===== config.mk =====
export PLATFORM = sky130hd
export DESIGN_NAME = multdiv_sequencer_flat
export DESIGN_NICKNAME = d
export VERILOG_FILES = /design/src/rtl/multdiv_sequencer_if.sv /design/src/rtl/multdiv_sequencer.sv /design/src/flat_wrapper.sv
export SDC_FILE = /design/constraint.sdc
export NUM_CORES = 1
export LEC_CHECK = 0
export CORE_AREA = 2 2 44 66
export CTS_CLUSTER_DIAMETER = 200
export DETAILED_ROUTE_END_ITERATION = 16
export DIE_AREA = 0 0 46 68
export PLACE_DENSITY = 0.86
export RECOVER_POWER = 25
export SLEW_MARGIN = 10
export SYNTH_ARGS = -nofsm -noshare
export SYNTH_HDL_FRONTEND = slang
export SYNTH_SLANG_ARGS = --single-unit

===== constraint.sdc =====
create_clock -name clock -period 4.65 [get_ports clock]
set_clock_uncertainty 0.2 [all_clocks]
set_input_delay 0.93 -clock clock [delete_from_list [all_inputs] [get_ports clock]]
set_output_delay 0.93 -clock clock [all_outputs]
set_load 0.01 [all_outputs]

===== src/rtl/multdiv_sequencer_if.sv =====
// multdiv_sequencer_if: start requests and iteration/counter controls of the multiply/divide sequencer.
interface multdiv_sequencer_if;
  logic        ctrl_MULT;
  logic        ctrl_DIV;
  logic        busy;
  logic        op_mult;
  logic        step_en;
  logic        first_step;
  logic [5:0]  iter;
  logic        data_resultRDY;
  logic [31:0] cnt_wdata;
  logic        cnt_we;
  logic        cnt_oe;
  modport master (
    output ctrl_MULT, ctrl_DIV,
    input  busy, op_mult, step_en, first_step, iter, data_resultRDY, cnt_wdata, cnt_we, cnt_oe
  );
  modport slave (
    input  ctrl_MULT, ctrl_DIV,
    output busy, op_mult, step_en, first_step, iter, data_resultRDY, cnt_wdata, cnt_we, cnt_oe
  );
endinterface


===== src/rtl/multdiv_sequencer.sv =====
// multdiv_sequencer: IDLE/RUN/DONE control FSM stepping an iterative multiplier/divider datapath.
module multdiv_sequencer #(
  parameter int MULT_CYCLES = 32,
  parameter int DIV_CYCLES  = 32
) (
  input logic               clock,
  input logic               reset,
  multdiv_sequencer_if.slave bus
);
  typedef enum logic [1:0] {IDLE, RUN, DONE} state_t;
  state_t      r_state;
  logic [5:0]  r_iter;
  logic        r_op;
  logic        r_busy;
  logic        r_first;
  logic        r_rdy;
  logic [31:0] r_wdata;
  logic        w_start;
  logic [5:0]  w_last_iter;
  logic        w_last;
  assign w_start     = bus.ctrl_MULT | bus.ctrl_DIV;
  assign w_last_iter = r_op ? 6'(MULT_CYCLES - 1) : 6'(DIV_CYCLES - 1);
  assign w_last      = r_iter == w_last_iter;
  // a start in any state restarts; cnt_wdata is precomputed one cycle ahead so it stays registered
  always_ff @(posedge clock) begin
    if (!reset) begin
      r_state <= IDLE;
      r_iter  <= '0;
      r_op    <= 1'b0;
      r_busy  <= 1'b0;
      r_first <= 1'b0;
      r_rdy   <= 1'b0;
      r_wdata <= '0;
    end else if (w_start) begin
      r_state <= RUN;
      r_iter  <= '0;
      r_op    <= bus.ctrl_MULT;
      r_busy  <= 1'b1;
      r_first <= 1'b1;
      r_rdy   <= 1'b0;
      r_wdata <= 32'd1;
    end else begin
      case (r_state)
        RUN: begin
          r_first <= 1'b0;
          if (w_last) begin
            r_state <= DONE;
            r_busy  <= 1'b0;
            r_rdy   <= 1'b1;
            r_wdata <= '0;
          end else begin
            r_iter  <= r_iter + 6'd1;
            r_wdata <= {26'b0, r_iter + 6'd2};
          end
        end
        DONE: begin
          r_state <= IDLE;
          r_rdy   <= 1'b0;
        end
        default: ;
      endcase
    end
  end
  assign bus.busy           = r_busy;
  assign bus.step_en        = r_busy;
  assign bus.cnt_we         = r_busy;
  assign bus.cnt_oe         = r_busy;
  assign bus.first_step     = r_first;
  assign bus.op_mult        = r_op;
  assign bus.iter           = r_iter;
  assign bus.data_resultRDY = r_rdy;
  assign bus.cnt_wdata      = r_wdata;
endmodule


===== src/flat_wrapper.sv =====
// flat-port wrapper written by rule: the top's interface ports become plain ports
module multdiv_sequencer_flat 
#(
  parameter int MULT_CYCLES = 32,
  parameter int DIV_CYCLES  = 32
)
  (clock, reset, bus_ctrl_MULT, bus_ctrl_DIV, bus_busy, bus_op_mult, bus_step_en, bus_first_step, bus_iter, bus_data_resultRDY, bus_cnt_wdata, bus_cnt_we, bus_cnt_oe);
  multdiv_sequencer_if bus_i ();
  input logic clock;
  input logic reset;
  input wire logic [$bits(bus_i.ctrl_MULT)-1:0] bus_ctrl_MULT;
  input wire logic [$bits(bus_i.ctrl_DIV)-1:0] bus_ctrl_DIV;
  output wire logic [$bits(bus_i.busy)-1:0] bus_busy;
  output wire logic [$bits(bus_i.op_mult)-1:0] bus_op_mult;
  output wire logic [$bits(bus_i.step_en)-1:0] bus_step_en;
  output wire logic [$bits(bus_i.first_step)-1:0] bus_first_step;
  output wire logic [$bits(bus_i.iter)-1:0] bus_iter;
  output wire logic [$bits(bus_i.data_resultRDY)-1:0] bus_data_resultRDY;
  output wire logic [$bits(bus_i.cnt_wdata)-1:0] bus_cnt_wdata;
  output wire logic [$bits(bus_i.cnt_we)-1:0] bus_cnt_we;
  output wire logic [$bits(bus_i.cnt_oe)-1:0] bus_cnt_oe;
  assign bus_i.ctrl_MULT = bus_ctrl_MULT;
  assign bus_i.ctrl_DIV = bus_ctrl_DIV;
  assign bus_busy = bus_i.busy;
  assign bus_op_mult = bus_i.op_mult;
  assign bus_step_en = bus_i.step_en;
  assign bus_first_step = bus_i.first_step;
  assign bus_iter = bus_i.iter;
  assign bus_data_resultRDY = bus_i.data_resultRDY;
  assign bus_cnt_wdata = bus_i.cnt_wdata;
  assign bus_cnt_we = bus_i.cnt_we;
  assign bus_cnt_oe = bus_i.cnt_oe;
  multdiv_sequencer #(.MULT_CYCLES(MULT_CYCLES), .DIV_CYCLES(DIV_CYCLES)) u_core (.clock(clock), .reset(reset), .bus(bus_i));
endmodule

Word level (Yosys, flattened, before mapping)
Index checks and enable logic that the tools add are counted.
- flip-flop bits (word level): 18
- logic and storage cells: 41
- $add $sub $neg: 2
- equal/unequal tests: 5
- muxes and demuxes: 13
- bitwise operators: 3
- reductions and logical operators: 9
- operator list (operator ; number):
    1-bit two-way mux ; 9
    2-bit AND reduction ; 4
    6-bit by 1-bit adder with 6-bit output (second input constant) ; 1
    6-bit by 2-bit adder with 6-bit output (second input constant) ; 1
    6-bit by 5-bit == test with 1-bit output (second input constant) ; 1
    6-bit two-way mux ; 1
    2-bit nonzero test ; 3
    2-bit case mux with 2 select lines ; 1
    3-bit by 1-bit != test with 1-bit output (second input constant) ; 1
    3-bit nonzero test ; 1
    2-bit by 1-bit == test with 1-bit output (second input constant) ; 1
    2-bit == test (second input constant) ; 1
    2-bit two-way mux ; 1
    2-bit by 1-bit != test with 1-bit output (second input constant) ; 1
    1-bit NOT ; 2
    1-bit case mux with 2 select lines ; 1
    2-bit OR reduction ; 1
    1-bit bitwise OR ; 1

Longest topological paths before layout
- depth in word-level cells: 4
- gate-level depth with buffers: 7
- gate-level depth less buffers: 5

Least setup slack after synthesis
Ideal clock, no wire load.
- path type: input port to flip-flop
- from: input port bus_ctrl_MULT
- to: register u_core.r_wdata[4] (netlist: u_core.bus.cnt_wdata[4])
- setup time: 0.074 ns
- arrival: 1.602 ns
- setup slack: 2.773 ns
- cell stages on the path: 3
- buffers on the path: 0
- cells stage by stage: nor3b_2 > o211ai_1 > o21ai_0
- word-level cells in the longest chain between the ends: 2
- ends and longest elaborated chain (what ; RTL line ; text):
    from (decl) ; flat_wrapper.sv:11 ; input wire logic [$bits(bus_i.ctrl_MULT)-1:0] bus_ctrl_MULT;
    1-bit bitwise OR ; multdiv_sequencer.sv:21 ; assign w_start = bus.ctrl_MULT | bus.ctrl_DIV;
    2-bit OR reduction (no line) ; - ;
    to (signal assigned) ; multdiv_sequencer.sv:53 ; r_wdata <= {26'b0, r_iter + 6'd2};
    to (decl) ; multdiv_sequencer.sv:17 ; logic [31:0] r_wdata;
Every way passes these cells.
A chain may end at the register's enable or synchronous reset.

Worst setup path in the final report
- from: register u_core.r_iter[3] (netlist: u_core.bus.iter[3])
- to: output port bus_iter[3]
- RTL lines (what ; RTL line ; text):
    from (decl) ; multdiv_sequencer.sv:12 ; logic [5:0] r_iter;
    from (signal assigned) ; multdiv_sequencer.sv:52 ; r_iter <= r_iter + 6'd1;
    to (decl) ; flat_wrapper.sv:17 ; output wire logic [$bits(bus_i.iter)-1:0] bus_iter;
No word-level cell between the ends.

==> flow_metrics.py <==
metrics = {
    "synthesis": {
        "ys_seq_elements": 17,
        "avgSynthCellArea_um2": 8.46,
        "synth_top_cell_area_share": 0.322,
        "ys.flop_type": "dfxtp_1",
        "yosysWarnings": 0,
        "async_reset_ff_frac": 0,
        "synth_area_leaders": "dfxtp_1 32%, buf_4 21%, ha_1 4.7%",
        "yosysTopAreaCell": "dfxtp_1",
        "synthCells": 125,
        "yosysUniqueCellTypes": 35,
        "synth_area_um2": 1060,
        "synth_edf_count": 0,
        "synth.yosys.seq_area_share": 0.322,
    },
    "power_and_ir_drop": {
        "power_frac_comb": 0.138,
        "clock_power_share": 0.359,
        "p_sw_uw": 75.1,
        "power_switching_share": 0.249,
        "p_seq_frac": 0.503,
        "power.internal_uw": 227,
        "power_density_nw_per_um2": 250,
        "ir_worst_vdd_mv": 0.131,
        "p_leak_uw": 0.000485,
    },
    "sta": {
        "relSlewSlack": 0.613,
        "hold_violations": 0,
        "period_needed_ns": 2.54,
        "slew_viol_final": 0,
        "fin_crit_sh": 0.546,
        "tightest_slew_ns": 0.578,
        "fmax_mhz": 394,
        "grt_setup_unrepaired": "no",
        "finalSetupViolCount": 0,
        "fin_setup_tns_ns": 0,
    },
    "worst_setup_path": {
        "endpoint_kind": "output port",
        "cpPeakStageDelay_ns": 0.61,
        "required_ns": 3.52,
        "worstReg2RegEnd": "u_core.bus.iter[5]$_SDFFE_PP0P_",
        "start_kind": "register",
        "r2r-start": "u_core.r_state[1]$_SDFFE_PP0P_",
        "crit_chain": "clkdlybuf4s50_1",
        "critPathBufInv": 1,
        "critical_path_class": "register to output port",
        "slowest_stage": "clkdlybuf4s50_1",
        "critPathLaunch": "u_core.bus.iter[3]$_SDFFE_PP0P_",
        "ff2ff_setup_slack_ns": 2.66,
        "cp_top_family": "buffers and inverters",
        "crit_path_max_fanout": 9,
        "cp-endpoint": "bus_iter[3]",
        "cp.depth": 1,
        "reg2regPathDepth": 5,
        "crit_arrival_ns": 1.41,
    },
    "detailed_routing": {
        "drcViolationCount": 0,
        "via_per_inst": 5.06,
        "routedWlPerCell_um": 12.3,
        "drt_pass1_iterations": 4,
        "drtIter0Drc": 18,
        "num_vias": 850,
        "wl_um": 2070,
        "ant_nets": 0,
    },
    "status": {
        "status": "finished clean",
    },
    "die": {
        "initial_core_util": 0.408,
        "rows": 23,
        "io_pins": 49,
        "die_width_um": 46,
        "core_area_um2": 2590,
        "die_area_um2": 3130,
        "die_h_um": 68,
    },
    "clocking": {
        "cts.clk_slew.worst_paths_ns": 0.06,
        "postCtsSetupRepairBufs": 0,
        "hold_buffers": 0,
        "clk_latency_ns": 0.25,
        "cts_made_buffers": 3,
        "cts.sink_count": 17,
        "cts-root-buf": "clkbuf_8",
        "cts_buffer_depth": 2,
        "cts_resized": 0,
        "cts_tree": "yes",
        "cts_max_level": 1,
    },
    "placed_design": {
        "place_inst": 164,
        "portBuffers": 22,
        "dp_hpwl_um": 1570,
        "gp_congestion": 0.797,
    },
    "global_route": {
        "grt_pass1_vias": 751,
        "antenna_found_initial": 0,
        "grt_max_degree": 21,
        "grt.total_usage": 0.132,
        "grt-ovfl-total": 0,
        "grt_first_pass_wirelength_um": 3090,
    },
    "finish": {
        "fill_cells": 245,
        "layout_commonest_cell": "conb_1",
        "drive_gt1_frac": 0.0420,
        "fin_nets": 152,
        "area_growth_pct": 14.3,
        "antennaDiodeCount": 0,
        "finalNonFillerCells": 168,
        "layout_common_cells": "26 x conb_1, 21 x clkdlybuf4s50_1, 17 x dfxtp_1",
    },
    "job": {
        "drv_cap": 0,
    },
    "worst_hold_path": {
        "hold_path_class": "register to register",
    },
}
[per-layer routing]
layer | vias up | GRT usage | part of all wire
met1 | 395 | 0.136 | 0.39
li1 | 411 | - | -
met3 | 2 | 0.0290 | 0.064
met5 | - | 0 | 0
met4 | 0 | 0.0429 | 0.0068
met2 | 42 | 0.250 | 0.54
[area by class of cell]
class | count | area, um^2 | area share
clock buffers | 4 | 45.0 | 0.0373
inverters | 6 | 22.5 | 0.0186
multi-input cells | 94 | 549 | 0.454
flip-flops and latches | 17 | 340 | 0.282
well taps | 25 | 31.3 | 0.0259
repair buffers | 22 | 220 | 0.182
[kinds of logic (layout without fill, tap and decap cells)]
logic type      Yosys count  after routing  synth area share
compound gates           27             27             0.156
fa+ha+maj                 4              4            0.0473
xor+xnor                  3              3            0.0249
flops                    17             17             0.322
buf+inv                  39             32             0.247
simple gates             32             32             0.180
mux                       2              2            0.0189
other cells               1             26           0.00355
[metrics by stage]
| stage | utilization | worst slack (ns) | area [um^2] | hold slack, ns | total power (uW) |
|---|---|---|---|---|---|
| 2_1_floorplan | - | 2.77 | 1150 | 0.273 | 199 |
| 6_report | 0.467 | 2.11 | 1210 | 0.280 | 302 |
| 3_5_place_dp | 0.449 | 2.02 | 1160 | 0.272 | 196 |
| 4_1_cts | 0.467 | 2.11 | 1210 | 0.282 | 302 |
| 3_3_place_gp | 0.449 | 2.13 | 1160 | 0.264 | 195 |
| 5_1_grt | 0.467 | 2.04 | 1210 | 0.309 | 313 |
[power by group through the flow]
stage / clock [uW] / combinational (uW) / sequential, uW
after floorplan: 0 / 42.7 / 156
after global placement: 0 / 40.3 / 155
after detailed placement: 0 / 41.2 / 155
after CTS: 109 / 41.4 / 152
after global routing: 114 / 46.1 / 152
final: 108 / 41.6 / 152
[Yosys cell counts (3+ instances only)]
library cell / count
buf_4: 30
dfxtp_1: 17
o21ai_0: 8
a21oi_1: 7
inv_1: 6
nand2_1: 6
nand2b_1: 6
ha_1: 4
a31oi_1: 3
nand3_1: 3
nand3b_1: 3
nor2_1: 3
o211ai_1: 3
[flip-flops by register name, summed over array words and instances, names as in the netlist]
register and cells:
u_core.r_state 2, u_core.bus.cnt_wdata 6, u_core.bus.busy 1, u_core.bus.iter 6
u_core.bus.op_mult 1, u_core.bus.first_step 1
[worst min-delay path by stage]
stage	startpoint	endpoint	slack [ns]	cells after the start
global route	u_core.bus.cnt_wdata[4]$_SDFFE_PP0P_	u_core.bus.cnt_wdata[4]$_SDFFE_PP0P_	0.31	2
finish	u_core.bus.cnt_wdata[1]$_SDFFE_PP0P_	u_core.bus.cnt_wdata[1]$_SDFFE_PP0P_	0.28	2
floorplan	u_core.r_state[0]$_SDFFE_PN0P_	u_core.r_state[0]$_SDFFE_PN0P_	0.27	2
CTS	u_core.bus.cnt_wdata[1]$_SDFFE_PP0P_	u_core.bus.cnt_wdata[1]$_SDFFE_PP0P_	0.28	2
global placement	u_core.bus.first_step$_SDFFE_PN0P_	u_core.bus.first_step$_SDFFE_PN0P_	0.26	2
detailed placement	u_core.bus.cnt_wdata[1]$_SDFFE_PP0P_	u_core.bus.cnt_wdata[1]$_SDFFE_PP0P_	0.27	2
Power figures use the tool's default switching activity.
